===== src/rtl/spi_slave_responder.sv =====
// ============================================================================
// Module   : spi_slave_responder
// Brief    : Oversampled SPI mode-0 slave with READ/WRITE/ID commands over a
//            small byte register file, plus a combinational host read port.
// Revision : 1.0 - initial release
// ============================================================================
`default_nettype none

module spi_slave_responder #(
  parameter int          DEPTH   = 16,
  parameter int          ADDR_W  = 4,
  parameter logic [7:0]  ID_BYTE = 8'hA5
) (
  input  logic              core_clk,
  input  logic              core_rstn,
  input  logic              spi_sck,
  input  logic              spi_csb,
  input  logic              spi_sdi,
  output logic              spi_sdo,
  output logic              spi_sdoenb,
  input  logic [ADDR_W-1:0] reg_addr,
  output logic [7:0]        reg_rdata,
  output logic              wr_strobe,
  output logic [ADDR_W-1:0] wr_addr,
  output logic              cmd_done
);

  typedef enum logic [2:0] {
    S_IDLE    = 3'd0,
    S_CMD     = 3'd1,
    S_ADDR    = 3'd2,
    S_WR_DATA = 3'd3,
    S_RD_DATA = 3'd4,
    S_ID_OUT  = 3'd5,
    S_IGNORE  = 3'd6
  } state_t;

  localparam logic [7:0] C_CMD_READ  = 8'h03;
  localparam logic [7:0] C_CMD_WRITE = 8'h02;
  localparam logic [7:0] C_CMD_ID    = 8'h9F;

  state_t            r_state, w_state_nxt;
  logic              r_sck_meta, r_sck_sync, r_sck_prev;
  logic              r_csb_meta, r_csb_sync, r_csb_prev;
  logic              r_sdi_meta, r_sdi_sync;
  logic [2:0]        r_bitcnt;
  logic [6:0]        r_shift;
  logic [7:0]        r_out;
  logic              r_sdoenb;
  logic              r_is_rd;
  logic              r_cmd_ok;
  logic              r_first;
  logic [ADDR_W-1:0] r_ptr;
  logic [7:0]        r_mem [DEPTH];

  logic              w_rise, w_fall, w_csb_rise, w_last_bit;
  logic [7:0]        w_byte;
  logic [ADDR_W-1:0] w_ptr_inc;

  assign w_rise     = r_sck_sync & ~r_sck_prev;
  assign w_fall     = ~r_sck_sync & r_sck_prev;
  assign w_csb_rise = r_csb_sync & ~r_csb_prev;
  assign w_byte     = {r_shift, r_sdi_sync};
  assign w_last_bit = w_rise && (r_bitcnt == 3'd7);
  assign w_ptr_inc  = r_ptr + ADDR_W'(1);

  assign spi_sdo    = r_out[7];
  assign spi_sdoenb = r_sdoenb;
  assign reg_rdata  = r_mem[reg_addr];

  always_ff @(posedge core_clk or negedge core_rstn) begin
    if (!core_rstn) begin
      r_sck_meta <= 1'b0;
      r_sck_sync <= 1'b0;
      r_sck_prev <= 1'b0;
      r_csb_meta <= 1'b1;
      r_csb_sync <= 1'b1;
      r_csb_prev <= 1'b1;
      r_sdi_meta <= 1'b0;
      r_sdi_sync <= 1'b0;
      r_state    <= S_IDLE;
    end else begin
      r_sck_meta <= spi_sck;
      r_sck_sync <= r_sck_meta;
      r_sck_prev <= r_sck_sync;
      r_csb_meta <= spi_csb;
      r_csb_sync <= r_csb_meta;
      r_csb_prev <= r_csb_sync;
      r_sdi_meta <= spi_sdi;
      r_sdi_sync <= r_sdi_meta;
      r_state    <= w_state_nxt;
    end
  end

  always_comb begin
    w_state_nxt = r_state;
    if (w_csb_rise) begin
      w_state_nxt = S_IDLE;
    end else begin
      case (r_state)
        S_IDLE: if (!r_csb_sync) w_state_nxt = S_CMD;
        S_CMD: begin
          if (w_last_bit) begin
            if (w_byte == C_CMD_READ || w_byte == C_CMD_WRITE) w_state_nxt = S_ADDR;
            else if (w_byte == C_CMD_ID)                        w_state_nxt = S_ID_OUT;
            else                                                w_state_nxt = S_IGNORE;
          end
        end
        S_ADDR: if (w_last_bit) w_state_nxt = r_is_rd ? S_RD_DATA : S_WR_DATA;
        default: w_state_nxt = r_state;
      endcase
    end
  end

  always_ff @(posedge core_clk or negedge core_rstn) begin
    if (!core_rstn) begin
      r_bitcnt  <= 3'd0;
      r_shift   <= 7'd0;
      r_out     <= 8'h00;
      r_sdoenb  <= 1'b1;
      r_is_rd   <= 1'b0;
      r_cmd_ok  <= 1'b0;
      r_first   <= 1'b0;
      r_ptr     <= '0;
      wr_strobe <= 1'b0;
      wr_addr   <= '0;
      cmd_done  <= 1'b0;
      for (int i = 0; i < DEPTH; i++) r_mem[i] <= 8'h00;
    end else begin
      wr_strobe <= 1'b0;
      cmd_done  <= 1'b0;
      if (w_csb_rise) begin
        // Any partially shifted byte dies here; only whole bytes ever commit.
        r_bitcnt <= 3'd0;
        r_out    <= 8'h00;
        r_sdoenb <= 1'b1;
        cmd_done <= r_cmd_ok;
        r_cmd_ok <= 1'b0;
      end else if (r_state == S_IDLE) begin
        r_bitcnt <= 3'd0;
      end else begin
        if (w_rise) begin
          r_bitcnt <= r_bitcnt + 3'd1;
          r_shift  <= w_byte[6:0];
        end
        if (w_last_bit) begin
          case (r_state)
            S_CMD: begin
              r_is_rd  <= (w_byte == C_CMD_READ);
              r_cmd_ok <= (w_byte inside {C_CMD_READ, C_CMD_WRITE, C_CMD_ID});
            end
            S_ADDR: begin
              r_ptr   <= w_byte[ADDR_W-1:0];
              r_first <= 1'b1;
            end
            S_WR_DATA: begin
              r_mem[r_ptr] <= w_byte;
              wr_strobe    <= 1'b1;
              wr_addr      <= r_ptr;
              r_ptr        <= w_ptr_inc;
            end
            default: ;
          endcase
        end
        // Falls with bitcnt==0 in an output state are byte boundaries.
        if (w_fall && (r_state == S_RD_DATA || r_state == S_ID_OUT)) begin
          if (r_bitcnt == 3'd0) begin
            r_sdoenb <= 1'b0;
            if (r_state == S_ID_OUT) begin
              r_out <= ID_BYTE;
            end else if (r_first) begin
              r_out   <= r_mem[r_ptr];
              r_first <= 1'b0;
            end else begin
              r_out <= r_mem[w_ptr_inc];
              r_ptr <= w_ptr_inc;
            end
          end else begin
            r_out <= {r_out[6:0], 1'b0};
          end
        end
      end
    end
  end

endmodule

`default_nettype wire


===== config.mk =====
export PLATFORM = sky130hd
export DESIGN_NAME = spi_slave_responder
export DESIGN_NICKNAME = d
export VERILOG_FILES = /design/src/rtl/spi_slave_responder.sv
export SDC_FILE = /design/constraint.sdc
export NUM_CORES = 1
export LEC_CHECK = 0
export CORE_AREA = 4 4 141 143
export CTS_BUF_LIST = sky130_fd_sc_hd__clkbuf_8
export DETAILED_ROUTE_END_ITERATION = 8
export DIE_AREA = 0 0 145 147
export PLACE_DENSITY = 0.71
export SLEW_MARGIN = 20
export SYNTH_ARGS = -nofsm -noshare
export SYNTH_HDL_FRONTEND = slang
export SYNTH_SLANG_ARGS = --single-unit

===== constraint.sdc =====
create_clock -name core_clk -period 3.97 [get_ports core_clk]
set_clock_uncertainty 0.2 [all_clocks]
set_input_delay 0.794 -clock core_clk [delete_from_list [all_inputs] [get_ports core_clk]]
set_output_delay 0.794 -clock core_clk [all_outputs]
set_load 0.02 [all_outputs]

==> flow_metrics.py <==
metrics = {
    "cells_and_area": {
        "syn2layout_area_growth_pct": 8.70,
        "mostFrequentLayoutCell": "dfrtp_1",
        "post-route-util": 0.584,
        "nets": 727,
        "final_cell_mix": "dfrtp_1, mux2_2, mux4_2, nand2_1, clkbuf_8",
        "multiInputGateArea_um2": 5350,
        "final-seq-area_um2": 4290,
        "fillCellCount": 1406,
        "drive_above_1_share": 0.446,
        "design_area_um2": 10800,
        "antenna_cells": 0,
    },
    "setup_path": {
        "cp_max_fo": 21,
        "worstPathArrival_ns": 2.74,
        "slowest_delay_ns": 0.55,
        "crit_top_cell": "mux4_2",
        "critPathLaunchType": "input pin",
        "cpMaxStageDelayCell": "clkdlybuf4s50_1",
        "worstPathCellList": "buf_2, buf_12, buf_4, mux4_2, mux4_2, clkdlybuf4s50_1",
        "end_kind": "primary output",
        "crit_type": "in2out",
        "crit_required_ns": 2.98,
    },
    "logic_synthesis": {
        "synth_top_family_by_area": "multiplexers",
        "synth-warning-count": 0,
        "synth_ff_type": "dfrtp_1",
        "synth_compound_area_frac": 0.0468,
        "synth.ff_latch_count": 171,
        "synth.area.mux_share": 0.412,
        "synth_edf_count": 0,
        "synth_xor_area_frac": 0.00338,
        "yosysUniqueCellTypes": 64,
        "async_flop_share": 1.00,
        "syn_nets": 724,
        "synth-simple-area-share": 0.0653,
        "postSynthCellCount": 708,
        "yosysSeqAreaShare": 0.429,
        "syn_area_um2": 9980,
        "syn_area_per_cell_um2": 14.1,
        "synth-adder-area-share": 0.00878,
    },
    "global_routing": {
        "overflow": 0,
        "grt_pass1_vias": 6772,
        "grt_usage": 0.250,
        "antenna_found_initial": 0,
        "grt_pass1_wl_um": 41000,
        "grt_max_degree": 91,
    },
    "clock_network": {
        "hold_buffers": 0,
        "postCtsSetupBuffers": 0,
        "clockRootBuffer": "clkbuf_8",
        "clk_pin_slew_ns": 0.08,
        "cts_htree_levels": 4,
        "clk_latency_ns": 0.46,
        "cts_max_path_buffers": 2,
        "cts_tree": "built",
        "cts_resized": 0,
        "cts.sinks": 171,
        "cts_buffers": 17,
    },
    "die": {
        "core-area_um2": 18600,
        "dieHeight_um": 147,
        "die_w_um": 145,
        "pin_count": 25,
        "initial_core_util": 0.537,
        "rows": 50,
        "dieArea_um2": 21300,
    },
    "routing": {
        "drtIter0Drc": 678,
        "ant_nets": 0,
        "remaining_drc_errors": 0,
        "wire_per_inst_um": 26.9,
        "viasPerCell": 7.00,
        "dr.pass1.iters": 5,
        "vias": 6702,
        "wirelength_um": 25800,
    },
    "sta": {
        "tightest_slew_ns": 0.909,
        "rsz0062_at_grt": "false",
        "slew_headroom": 0.394,
        "fin_crit_ns": 3.73,
        "fin_crit_sh": 0.939,
        "hold_slack_ns": 0.155,
        "finalSetupTns_ns": 0,
        "fin_ws_ns": 0.241,
        "clock.fmax_ghz": 0.268,
        "hold_viol": 0,
        "finalSetupViolations": 0,
        "slew_violations": 0,
    },
    "pwr": {
        "power.density_nw_per_um2": 369,
        "ir_drop_mv": 0.205,
        "p_leak_nw": 4.73,
    },
    "placement": {
        "gp_congestion": 0.847,
        "place_ws_ns": 0.227,
        "dpl_cell_area_um2": 10400,
        "portBuffers": 24,
        "hpwl_um": 16300,
    },
    "worst_hold_path": {
        "hp-class": "reg2reg",
    },
    "outcome": {
        "status": "finished, final reports clean",
    },
    "run": {
        "maxCapViolations": 0,
    },
}
[worst max-delay path, delay by kind of cell]
kind,cells,cell delay [ns]
buffers and inverters,4,1.11
muxes,2,0.81
[cell families after synthesis]
family / count (synthesis)
flops: 171
simple gates: 123
compound gates: 68
xor+xnor: 3
mux: 264
fa+ha+maj: 7
buf+inv: 72
[area by class of cell]
class,instances,area share
sequential,171,0.395
tap,234,0.0270
clock inverter,10,0.0113
multi-input combinational,465,0.493
inverter,7,0.00242
timing repair buffer,49,0.0432
clock buffer,22,0.0279
[flip-flops by register name, indices dropped and copies added (netlist names)]
name	cells
r_mem	128
r_out	8
r_shift	7
r_ptr	4
wr_addr	4
r_bitcnt	3
r_state	3
cmd_done	1
r_cmd_ok	1
r_csb_meta	1
r_csb_prev	1
r_csb_sync	1
r_first	1
r_is_rd	1
r_sck_meta	1
r_sck_prev	1
r_sck_sync	1
r_sdi_meta	1
r_sdi_sync	1
spi_sdoenb	1
wr_strobe	1
[metrics by stage]
stage / power [W] / std cells
finish: 0.00400 / 958
global route: 0.00417 / 958
CTS: 0.00402 / 958
detailed placement: 0.00271 / 926
global placement: 0.00267 / 926
floorplan: 0.00249 / 708
[routing by layer]
metal	wire length [µm]	vias to the layer above	part of all wire	GRT usage
met5	0	-	0	0
met4	1160	0	0.045	0.111
met3	2230	82	0.087	0.0540
met2	12000	365	0.47	0.382
met1	10400	3525	0.40	0.351
li1	-	2730	-	-
[final timing paths]
| path | startpoint | end | slack, ns | cells after the start |
|---|---|---|---|---|
| max | reg_addr[1] | reg_rdata[2] | 0.24 | 6 |
| max reg2reg | r_ptr[0] | r_out[2] | 0.70 | 7 |
| min reg2reg | r_sdi_meta | r_sdi_sync | 0.16 | 0 |
| max in group asynchronous | core_rstn | r_mem[6] | 2.47 | 2 |
| min | r_sdi_meta | r_sdi_sync | 0.16 | 0 |
| min in group asynchronous | core_rstn | r_mem[107] | 0.20 | 1 |
[power by group]
group	switching [W]	internal [W]	total, W
combinational	0.000352	0.000262	0.000613
sequential	0.000260	0.00181	0.00207
clock	0.000621	0.000696	0.00132
[cells in the mapped netlist (4+ instances only)]
library cell  number  area, µm²
clkbuf_1          28        105
o21ai_0            9       45.0
dfstp_2            4        105
nor2_1            17       63.8
buf_6              5       56.3
a22oi_1            5       37.5
inv_1              5       18.8
nand2_1           41        154
a222oi_1           5       50.1
ha_1               7       87.6
o22ai_1            5       31.3
mux2_1             5       56.3
nand2_2            4       25.0
mux2i_1           10        100
nand3_1           13       65.1
buf_2             25        125
and2_1             8       50.1
mux4_2           102       2300
a21oi_1           20        100
nor2b_1            8       50.1
dfrtp_1          167       4180
nand2b_1           7       43.8
mux2_2           147       1660
and3_1             4       25.0
buf_1              4       15.0
No activity file was read; power rests on OpenSTA's default activity.
